File: src/rtl/piso_shift_tx_if.sv
// rtl/piso_shift_tx_if.sv - load handshake and serial output bundle for piso_shift_tx
interface piso_shift_tx_if #(
  parameter int WIDTH = 4
);
  logic [WIDTH-1:0] din;
  logic             load_valid;
  logic             load_ready;
  logic             sout;
  logic             sout_valid;
  logic             busy;
  logic             done;

  // Producer side: offers words, observes the serial stream and status
  modport master (
    output din,
    output load_valid,
    input  load_ready,
    input  sout,
    input  sout_valid,
    input  busy,
    input  done
  );

  // Transmitter side
  modport slave (
    input  din,
    input  load_valid,
    output load_ready,
    output sout,
    output sout_valid,
    output busy,
    output done
  );
endinterface

File: src/rtl/piso_shift_tx.sv
// rtl/piso_shift_tx.sv - parallel-in serial-out shift transmitter with load handshake
module piso_shift_tx #(
  parameter int WIDTH        = 4,
  parameter int CLKS_PER_BIT = 1,
  parameter int MSB_FIRST    = 0
) (
  input logic           clk,
  input logic           rst,
  piso_shift_tx_if.slave bus
);

  localparam int BW = (WIDTH > 1) ? $clog2(WIDTH) : 1;
  localparam int PW = (CLKS_PER_BIT > 1) ? $clog2(CLKS_PER_BIT) : 1;

  localparam logic [0:0] S_IDLE  = 1'b0;
  localparam logic [0:0] S_SHIFT = 1'b1;

  logic [0:0]       state;
  logic [WIDTH-1:0] shreg;
  logic [WIDTH-1:0] shreg_next;
  logic [BW-1:0]    bit_cnt;
  logic [PW-1:0]    period_cnt;
  logic             busy_q;
  logic             valid_q;
  logic             done_q;
  logic             accept;
  logic             period_last;
  logic             bit_last;

  // Ready is the only combinational output so a word can be taken in the done cycle
  assign bus.load_ready = (state == S_IDLE);
  assign accept         = bus.load_valid && (state == S_IDLE);

  assign period_last = (period_cnt == PW'(CLKS_PER_BIT - 1));
  assign bit_last    = (bit_cnt == BW'(WIDTH - 1));

  // Zero-fill shift towards the output end; after WIDTH shifts the register is empty
  always_comb begin
    shreg_next = shreg;
    if (MSB_FIRST != 0) begin
      shreg_next = shreg << 1;
    end else begin
      shreg_next = shreg >> 1;
    end
  end

  // The output end of the shift register drives sout directly; the drained
  // register guarantees sout=0 once the frame has ended
  assign bus.sout       = (MSB_FIRST != 0) ? shreg[WIDTH-1] : shreg[0];
  assign bus.sout_valid = valid_q;
  assign bus.busy       = busy_q;
  assign bus.done       = done_q;

  // Frame sequencing: load on accept, hold each bit CLKS_PER_BIT cycles, pulse done
  always_ff @(posedge clk) begin
    if (!rst) begin
      state      <= S_IDLE;
      shreg      <= '0;
      bit_cnt    <= '0;
      period_cnt <= '0;
      busy_q     <= 1'b0;
      valid_q    <= 1'b0;
      done_q     <= 1'b0;
    end else begin
      done_q <= 1'b0;
      case (state)
        S_IDLE: begin
          if (accept) begin
            shreg      <= bus.din;
            bit_cnt    <= '0;
            period_cnt <= '0;
            busy_q     <= 1'b1;
            valid_q    <= 1'b1;
            state      <= S_SHIFT;
          end
        end
        S_SHIFT: begin
          if (period_last) begin
            period_cnt <= '0;
            shreg      <= shreg_next;
            if (bit_last) begin
              bit_cnt <= '0;
              busy_q  <= 1'b0;
              valid_q <= 1'b0;
              done_q  <= 1'b1;
              state   <= S_IDLE;
            end else begin
              bit_cnt <= bit_cnt + BW'(1);
            end
          end else begin
            period_cnt <= period_cnt + PW'(1);
          end
        end
        default: begin
          state   <= S_IDLE;
          busy_q  <= 1'b0;
          valid_q <= 1'b0;
        end
      endcase
    end
  end

endmodule
File: src/flat_wrapper.sv
// flat-port wrapper written by rule: the top's interface ports become plain ports
module piso_shift_tx_flat 
#(
  parameter int WIDTH        = 4,
  parameter int CLKS_PER_BIT = 1,
  parameter int MSB_FIRST    = 0
)
  (clk, rst, bus_din, bus_load_valid, bus_load_ready, bus_sout, bus_sout_valid, bus_busy, bus_done);
  piso_shift_tx_if #(.WIDTH(WIDTH)) bus_i ();
  input logic clk;
  input logic rst;
  input wire logic [$bits(bus_i.din)-1:0] bus_din;
  input wire logic [$bits(bus_i.load_valid)-1:0] bus_load_valid;
  output wire logic [$bits(bus_i.load_ready)-1:0] bus_load_ready;
  output wire logic [$bits(bus_i.sout)-1:0] bus_sout;
  output wire logic [$bits(bus_i.sout_valid)-1:0] bus_sout_valid;
  output wire logic [$bits(bus_i.busy)-1:0] bus_busy;
  output wire logic [$bits(bus_i.done)-1:0] bus_done;
  assign bus_i.din = bus_din;
  assign bus_i.load_valid = bus_load_valid;
  assign bus_load_ready = bus_i.load_ready;
  assign bus_sout = bus_i.sout;
  assign bus_sout_valid = bus_i.sout_valid;
  assign bus_busy = bus_i.busy;
  assign bus_done = bus_i.done;
  piso_shift_tx #(.WIDTH(WIDTH), .CLKS_PER_BIT(CLKS_PER_BIT), .MSB_FIRST(MSB_FIRST)) u_core (.clk(clk), .rst(rst), .bus(bus_i));
endmodule
File: config.mk
export PLATFORM = sky130hd
export DESIGN_NAME = piso_shift_tx_flat
export DESIGN_NICKNAME = d
export VERILOG_FILES = /design/src/rtl/piso_shift_tx_if.sv /design/src/rtl/piso_shift_tx.sv /design/src/flat_wrapper.sv
export SDC_FILE = /design/constraint.sdc
export NUM_CORES = 1
export LEC_CHECK = 0
export BUFFER_PORTS_ARGS = -buffer_cell sky130_fd_sc_hd__buf_4
export CAP_MARGIN = 30
export CORE_AREA = 4 4 41 43
export DETAILED_ROUTE_END_ITERATION = 8
export DIE_AREA = 0 0 45 47
export SETUP_SLACK_MARGIN = 0.15
export SLEW_MARGIN = 20
export SYNTH_ARGS = -nofsm -noshare
export SYNTH_HDL_FRONTEND = slang
export SYNTH_SLANG_ARGS = --single-unit
File: constraint.sdc
create_clock -name clk -period 1.34 [get_ports clk]
set_input_delay 0.268 -clock clk [delete_from_list [all_inputs] [get_ports clk]]
set_output_delay 0.268 -clock clk [all_outputs]
set_load 0.1 [all_outputs]
==> results.yml, run 1 <==
power_and_ir_drop:
  power.internal_mw: 0.463
  power_leakage_nw: 0.259
  peakVddDrop_uv: 799
  swShare: 0.310
  combPwrFrac: 0.259
  p_per_area_mw_per_mm2: 1180
  power_mw: 0.671
  p_switching_mw: 0.208
  p_clk_frac: 0.299
  p_seq_frac: 0.442
global_routing:
  grt_pass1_wl_um: 1210
  antenna_found_initial: 0
  grtUsageTotal: 0.0857
  grt_max_degree: 14
  grt_pass1_vias: 277
  gr-total-overflow: 0
worst_hold_path:
  whs_endpoint: "u_core.bus.done"
  whs_path_depth: 2
  min_from: "rst"
  min-delay-path-class: "in2reg"
sta:
  skew_ns: 0.00223
  finalHoldViolCount: 0
  period_share: 0.858
  slew_headroom: 0.804
  slew_viol_final: 0
  worst_pin_slew_ns: 0.293
  min_period_ns: 1.15
  setup_viol_count_final: 0
  tns_ns: 0
  max_freq_mhz: 870
  rsz0062_at_grt: "yes"
cts:
  cts_sinks: 9
  clk_pin_slew_ns: 0.06
  cts_buffers: 3
  cts_root_buf: "clkbuf_4"
  cts_htree_levels: 1
  cts_tree: "yes"
  cts_buffer_depth: 2
  clk_latency_ns: 0.25
  postCtsHoldBufs: 0
drt:
  drt_iter0_markers: 0
  drcViolationCount: 0
  vias: 309
  antenna_left: 0
  wirelength_um: 729
  wl_per_cell_um: 10.6
  viasPerCell: 4.48
  firstDrtPassIters: 1
finish:
  final_util: 0.436
  drive_above_1_share: 0.463
  antenna_cells: 0
  seq_area_sq_um: 186
  fin_nets: 64
  fillers: 143
  area_growth_syn_to_layout_pct: 38.5
  multiInputGateArea_sq_um: 206
setup_path:
  ff2ff_setup_slack_ns: 0.24
  cp.required_ns: 1.07
  worstSetupStartpointType: "register"
  cp.arrival_ns: 0.88
  timing.rr.start: "u_core.bit_cnt[0]"
  crit_type: "reg2out"
  end_kind: "primary output"
  critPathMaxFanout: 2
  reg2reg_to: "u_core.bit_cnt[0]"
  ff2ff_path_depth: 3
logic_synthesis:
  synth.avg_cell_area_sq_um: 10.5
  synth_mux_area_frac: 0.0979
  ys_types: 16
  mappedNetlistNets: 48
  synth-simple-area-share: 0.174
  ys_warn_count: 0
  synth_adder_area_share: 0.0612
  synth_top_family_by_area: "simple AND/OR/NAND/NOR gates"
  syn_inst: 39
  synth_compound_area_frac: 0.135
  syn_area_sq_um: 409
  synth_xor_area_frac: 0
  ys_ff_latch: 9
  ys_seq_area_frac: 0.440
run:
  maxCapViolCount: 0
floorplanning:
  die_width_um: 45
  rows: 13
  die_area_sq_mm: 0.00212
  start_util: 0.314
  core_sq_mm: 0.00130
  dieHeight_um: 47
  ios: 12
placed_design:
  portBuffers: 11
  place_congestion: 0.688
status:
  status: "complete, no violations"
## routing by layer
layer | GRT usage | wire length, um | up-vias
li1 | - | - | 164
met3 | 0.0690 | 78 | 0
met2 | 0.116 | 333 | 10
met5 | 0 | 0 | -
met1 | 0.106 | 317 | 135
met4 | 0.0175 | 0 | 0
## through the flow
stage / worst slack (ns) / cell area (sq um) / hold WS (ns) / instances
after global routing: 0.148 / 567 / 0.264 / 69
final: 0.191 / 567 / 0.271 / 69
after detailed placement: 0.185 / 503 / 0.526 / 62
after floorplan: 0.0444 / 432 / 0.427 / 39
after CTS: 0.180 / 554 / 0.261 / 68
after global placement: 0.202 / 503 / 0.522 / 62
## how the worst max path moves through the flow
stage / from / end / slack [ns] / cells past startpoint
2_1_floorplan: u_core.bus.busy / bus_sout_valid / 0.04 / 1
3_3_place_gp: u_core.state / bus_load_ready / 0.20 / 2
3_5_place_dp: u_core.state / bus_load_ready / 0.19 / 2
4_1_cts: u_core.state / bus_load_ready / 0.18 / 2
5_1_grt: u_core.bus.busy / bus_busy / 0.15 / 1
6_report: u_core.state / bus_load_ready / 0.19 / 2
## final cells by class
class	instances	share of cell area
sequential	9	0.329
tap	15	0.0331
clock buffer	4	0.0464
timing repair buffer	14	0.208
multi-input combinational	25	0.364
inverter	2	0.0199
## kinds of logic (layout without fill, tap and decap cells)
kind of cell               after synthesis  after routing
AOI/OAI and AO/OA                        8              8
adders and majority gates                2              2
buffers and inverters                    5             20
muxes                                    4              4
and+or+nand+nor                         11             11
DFF                                      9              9
## cells in the mapped netlist (all sizes together)
master | count | area [sq um]
a211oi | 4 | 30.0
a21bo | 1 | 10.0
a21oi | 3 | 15.0
and3 | 1 | 6.26
buf | 3 | 30.0
dfxtp | 9 | 180
ha | 2 | 25.0
inv | 2 | 7.51
mux2i | 4 | 40.0
nand2 | 1 | 3.75
nor2 | 1 | 3.75
nor2b | 3 | 18.8
nor3 | 1 | 5.00
or2b | 1 | 7.51
or3b | 3 | 26.3
## sequential cells by signal, indices dropped and copies added (netlist names)
| name | count |
|---|---|
| u_core.bit_cnt | 2 |
| u_core.bus.busy | 1 |
| u_core.shreg | 4 |
| u_core.state | 1 |
| u_core.bus.done | 1 |
## critical path: stages (launching register included)
cell        delay [ns]
dfxtp_4           0.35
clkinvlp_4        0.10
buf_12            0.17
## what timing repair did
item	4_1_cts	5_1_grt
setup buffers	2	1
endpoints found under the setup margin	1	2
resized for setup	3	1
## cell usage in the layout, fill, tap and decap left out, drive strengths merged
cell type   n
buf        14
nor3        1
clkinvlp    1
a21oi       3
inv         1
nand2       1
a21bo       1
nor2        1
clkbuf      4
a211oi      4
nor2b       3
dfxtp       9
or3b        3
mux2i       4
and3        1
ha          2
or2b        1
## power by group through the flow
| stage | logic, mW | clock network [mW] | registers (mW) |
|---|---|---|---|
| floorplan | 0.0964 | 0 | 0.339 |
| global placement | 0.153 | 0 | 0.308 |
| global route | 0.185 | 0.236 | 0.299 |
| detailed placement | 0.154 | 0 | 0.309 |
| CTS | 0.170 | 0.211 | 0.297 |
| finish | 0.174 | 0.201 | 0.297 |
Power figures use the tool's default switching activity.
==> inputs of run 2 (changes only) <==
--- a/config.mk
+++ b/config.mk
@@ -5,12 +5,13 @@
 export SDC_FILE = /design/constraint.sdc
 export NUM_CORES = 1
 export LEC_CHECK = 0
+export ABC_AREA = 1
 export BUFFER_PORTS_ARGS = -buffer_cell sky130_fd_sc_hd__buf_4
 export CAP_MARGIN = 30
 export CORE_AREA = 4 4 41 43
 export DETAILED_ROUTE_END_ITERATION = 8
 export DIE_AREA = 0 0 45 47
-export SETUP_SLACK_MARGIN = 0.15
+export SETUP_SLACK_MARGIN = 0.5
 export SLEW_MARGIN = 20
 export SYNTH_ARGS = -nofsm -noshare
 export SYNTH_HDL_FRONTEND = slang
==> run 2 against run 1 <==
  * Final area up 14%
  * Wire length increased by 8.6%
  * Clock power is 3% higher
  * Non-clock buffer count up 1
  * Die area unchanged
  * Critical endpoint unchanged
==> results.yml, run 2 <==
logic_synthesis:
  ys_types: 13
  mappedNetlistNets: 59
  yosys-top-cells-area: "dfxtp_1 46%, nand2_1 15%, nand3_1 9.0%, ha_1 6.5%, a21oi_1 3.9%"
  ys_top_cells_by_count: "15 x nand2_1, 9 x dfxtp_1, 7 x nand3_1"
  synth.avg_cell_area_sq_um: 7.76
  synth_edf_count: 0
  ys_seq_area_frac: 0.465
  ys_ff_latch: 9
  ys.flop_type: "dfxtp_1"
  synthArstFlopShare: 0
  syn_area_sq_um: 388
  ys_warn_count: 0
  yosysTopAreaCell: "dfxtp_1"
  syn_inst: 50
  yosysMostFrequentCell: "nand2_1"
  synth_top_area_share: 0.465
floorplanning:
  rows: 13
  start_util: 0.298
  die_width_um: 45
  core_sq_mm: 0.00130
  dieHeight_um: 47
  ios: 12
  die_area_sq_mm: 0.00212
drt:
  drcViolationCount: 0
  wirelength_um: 792
  vias: 350
  antenna_left: 0
  wl_per_cell_um: 9.66
  viasPerCell: 4.27
  firstDrtPassIters: 2
  drt_iter0_markers: 4
finish:
  fin_nets: 77
  largestRegisters: "u_core.shreg: 4 flops, u_core.bit_cnt: 2 flops"
  area_growth_syn_to_layout_pct: 66.8
  final_area_sq_um: 647
  final_util: 0.497
  layout_common_cells: "13 x nand2_1, 8 x buf_4, 5 x dfxtp_1"
  top_register: "u_core.shreg"
  fillers: 125
  antenna_cells: 0
  largest_reg_flops: 4
  final_common_cell: "nand2_1"
  drive_above_1_share: 0.478
sta:
  slew_viol_final: 0
  slew_headroom: 0.860
  tns_ns: 0
  period_share: 0.827
  worst_pin_slew_ns: 0.210
  setup_viol_count_final: 0
  skew_ns: 0.000906
  min_period_ns: 1.11
  max_freq_mhz: 903
  rsz0062_at_grt: "yes"
  setup_slack_ns: 0.232
  finalHoldViolCount: 0
cts:
  cts_root_buf: "clkbuf_4"
  cts_buffer_depth: 2
  cts_sinks: 9
  cts_htree_levels: 1
  postCtsHoldBufs: 0
  cts_buffers: 3
  clk_pin_slew_ns: 0.06
  clk_latency_ns: 0.26
  cts_tree: "yes"
run:
  maxCapViolCount: 0
power_and_ir_drop:
  p_clk_frac: 0.301
  peakVddDrop_uv: 381
  swShare: 0.323
  p_switching_mw: 0.223
  combPwrFrac: 0.269
  power.internal_mw: 0.468
  p_seq_frac: 0.430
  power_leakage_nw: 0.302
  p_per_area_mw_per_mm2: 1070
global_routing:
  grt_pass1_wl_um: 1210
  grt_pass1_vias: 298
  antenna_found_initial: 0
  grt_max_degree: 8
  gr-total-overflow: 0
  grtUsageTotal: 0.0854
setup_path:
  cp.arrival_ns: 0.84
  crit_type: "reg2out"
  end_kind: "primary output"
  cp.required_ns: 1.07
  critPathMaxFanout: 2
  worstSetupStartpointType: "register"
placed_design:
  hpwl_um: 561
  place_congestion: 0.677
  portBuffers: 11
  place_area_sq_um: 517
  dp_slack_ns: 0.251
status:
  status: "complete, no violations"
worst_hold_path:
  min-delay-path-class: "in2reg"
[run 2: what timing repair did]
| item | 4_1_cts | 5_1_grt |
|---|---|---|
| setup endpoints to repair | 14 | 14 |
| pin swaps | 1 | 6 |
| cloned | 0 | 0 |
| buffers inserted | 2 | 1 |
| gates resized for setup | 17 | 6 |
[run 2: cell type report]
type	instances	area, sq um	share of cell area
sequential	9	195	0.302
clock buffer	4	26.3	0.0406
timing repair buffer	15	173	0.267
tap	15	18.8	0.0290
multi-input combinational	34	203	0.313
inverter	5	31.3	0.0484
[run 2: power by group through the flow]
stage	Combinational, mW	Sequential, mW	Clock (mW)
finish	0.186	0.297	0.208
global route	0.196	0.299	0.228
CTS	0.176	0.296	0.218
detailed placement	0.149	0.302	0
global placement	0.149	0.301	0
floorplan	0.0941	0.327	0
[run 2: critical path, cell delays in order (launching register included)]
cell and delay (ns):
dfxtp_4 0.37, inv_12 0.05, buf_12 0.16
[run 2: kinds of logic (layout without fill, tap and decap cells)]
| family | after synthesis | in the layout | share of synthesized area |
|---|---|---|---|
| flip-flops | 9 | 9 | 0.465 |
| buffers and inverters | 7 | 24 | 0.0968 |
| AO/OA/AOI/OAI | 5 | 5 | 0.0710 |
| adder cells (fa/ha/maj) | 2 | 2 | 0.0645 |
| AND/OR/NAND/NOR | 27 | 27 | 0.303 |
[run 2: routing by layer]
metal / global-route usage / share of wire / vias to the layer above
li1: - / - / 191
met1: 0.0959 / 0.49 / 147
met2: 0.119 / 0.42 / 10
met3: 0.0460 / 0.080 / 2
met4: 0.0702 / 0.010 / 0
met5: 0 / 0 / -
[run 2: worst paths after layout]
kind / to / slack, ns / start / cells after the start
setup / recovery: bus_load_ready / 0.23 / u_core.state / 2
hold / removal: u_core.shreg[0] / 0.23 / rst / 3
setup reg to reg: u_core.shreg[2] / 0.33 / u_core.state / 6
hold reg to reg: u_core.shreg[3] / 0.46 / u_core.shreg[3] / 2
[run 2: through the flow]
| step | std cells | hold WS [ns] | power (mW) |
|---|---|---|---|
| 2_1_floorplan | 50 | 0.365 | 0.421 |
| 3_3_place_gp | 75 | 0.450 | 0.450 |
| 3_5_place_dp | 75 | 0.455 | 0.451 |
| 4_1_cts | 81 | 0.219 | 0.689 |
| 5_1_grt | 82 | 0.234 | 0.724 |
| 6_report | 82 | 0.225 | 0.691 |
==> inputs of run 3 (changes only) <==
--- a/config.mk
+++ b/config.mk
@@ -5,7 +5,7 @@
 export SDC_FILE = /design/constraint.sdc
 export NUM_CORES = 1
 export LEC_CHECK = 0
-export ABC_AREA = 1
+export ABC_AREA = 0
 export BUFFER_PORTS_ARGS = -buffer_cell sky130_fd_sc_hd__buf_4
 export CAP_MARGIN = 30
 export CORE_AREA = 4 4 41 43
==> constraint.sdc (replaced) <==
create_clock -name clk -period 0.9 [get_ports clk]
set_input_delay 0.18 -clock clk [delete_from_list [all_inputs] [get_ports clk]]
set_output_delay 0.18 -clock clk [all_outputs]
set_load 0.1 [all_outputs]
==> run 3 against run 2 <==
  * The flow now finishes with violations (setup timing)
  * Non-clock buffer count up 5
  * Largest cell class unchanged
  * Clock power up 49%
  * Flip-flop and latch count unchanged
  * Global-route usage up 1.4 points
  * Sequential share of layout area down 5.3 points
==> results.yml, run 3 (synthesis results as in run 1) <==
cts:
  clk_latency_ns: 0.25
  postCtsHoldBufs: 0
  cts_sinks: 9
  cts_buffer_depth: 2
  cts_htree_levels: 1
  cts_tree: "yes"
  cts_root_buf: "clkbuf_4"
  clk_pin_slew_ns: 0.06
  cts_buffers: 3
floorplanning:
  core_sq_mm: 0.00130
  die_area_sq_mm: 0.00212
  die_width_um: 45
  start_util: 0.314
  ios: 12
  rows: 13
  dieHeight_um: 47
drt:
  wl_per_cell_um: 12.6
  antenna_left: 0
  drt_iter0_markers: 4
  drcViolationCount: 0
  wirelength_um: 947
  firstDrtPassIters: 2
  vias: 348
  viasPerCell: 4.64
sta:
  setup_slack_ns: -0.202
  slew_headroom: 0.736
  period_share: 1.22
  setup_viol_count_final: 12
  slew_viol_final: 0
  worst_pin_slew_ns: 0.396
  skew_ns: 0.00783
  rsz0062_at_grt: "yes"
  min_period_ns: 1.10
  max_freq_mhz: 907
  finalHoldViolCount: 0
  hold_slack_ns: 0.213
worst_hold_path:
  whs_path_depth: 2
  min-delay-path-class: "in2reg"
  min_from: "rst"
finish:
  final_area_sq_um: 793
  fin_nets: 70
  area_growth_syn_to_layout_pct: 93.9
  top_register: "u_core.shreg"
  largestRegisters: "u_core.shreg: 4 flops, u_core.bit_cnt: 2 flops"
  antenna_cells: 0
  drive_above_1_share: 0.767
  layout_common_cells: "8 x buf_4, 7 x buf_12, 5 x buf_6"
  fin_cells: 75
  largest_reg_flops: 4
  fillers: 101
  final_common_cell: "buf_4"
setup_path:
  cp-startpoint: "u_core.state"
  cp.required_ns: 0.72
  critPathSlowestCell: "dfxtp_4"
  max_stage_delay_ns: 0.39
  worstSetupStartpointType: "register"
  ff2ff_path_depth: 3
  cp.arrival_ns: 0.92
  cp_cell_sequence: "clkinvlp_4, buf_12"
  timing.rr.start: "u_core.bit_cnt[0]"
  critPathMaxFanout: 3
  crit_type: "reg2out"
  end_kind: "primary output"
placed_design:
  dp_cells: 69
  place_congestion: 0.721
  portBuffers: 11
  place_area_sq_um: 578
global_routing:
  gr-total-overflow: 0
  grt_pass1_wl_um: 1480
  grt_max_degree: 9
  grt_pass1_vias: 354
  grtUsageTotal: 0.0998
  antenna_found_initial: 0
run:
  maxCapViolCount: 0
power_and_ir_drop:
  p_per_area_mw_per_mm2: 1420
  power_leakage_nw: 0.325
  peakVddDrop_uv: 986
status:
  status: "finished, violations left"
  failed_checks: "setup timing"
[run 3: worst paths after layout]
path                        to  slack, ns
max             bus_load_ready      -0.20
min            u_core.bus.done       0.21
max reg2reg  u_core.bit_cnt[0]      -0.18
min reg2reg    u_core.shreg[1]       0.52
[run 3: through the flow]
stage / utilization / setup WS (ns) / setup TNS (ns) / power [mW]
2_1_floorplan: - / -0.370 / -1.55 / 0.645
3_3_place_gp: 0.444 / -0.0982 / -0.237 / 0.714
3_5_place_dp: 0.444 / -0.155 / -0.434 / 0.718
4_1_cts: 0.605 / -0.209 / -1.07 / 1.13
5_1_grt: 0.610 / -0.239 / -1.32 / 1.18
6_report: 0.610 / -0.202 / -0.996 / 1.13
[run 3: worst max-delay path, delay by kind of cell (launching register included)]
kind	cells	cell delay, ns
flops	1	0.39
buf+inv	2	0.28
[run 3: layout make-up]
cell class                      instances  area, sq um  area share
Multi-Input combinational cell         25          283       0.356
Timing Repair Buffer                   20          256       0.323
Sequential cell                         9          198       0.249
Clock buffer                            4         26.3      0.0331
Tap cell                               15         18.8      0.0237
Inverter                                2         11.3      0.0142
[run 3: where the power goes]
part / internal [mW] / switching (mW) / total, mW
sequential: 0.421 / 0.0341 / 0.455
combinational: 0.178 / 0.185 / 0.363
clock: 0.170 / 0.139 / 0.309
[run 3: what timing repair did]
item                                    in CTS  in global routing
endpoints found under the setup margin      14                 14
gates resized for setup                     37                  2
setup buffers                                2                  0
pin swaps                                    9                  3
[run 3: layer usage]
| metal | share of wire | global-route usage | up-vias |
|---|---|---|---|
| met5 | 0 | 0 | - |
| met4 | 0 | 0.0526 | 0 |
| met3 | 0.057 | 0.0230 | 0 |
| met2 | 0.51 | 0.175 | 9 |
| met1 | 0.43 | 0.112 | 162 |
| li1 | - | - | 177 |
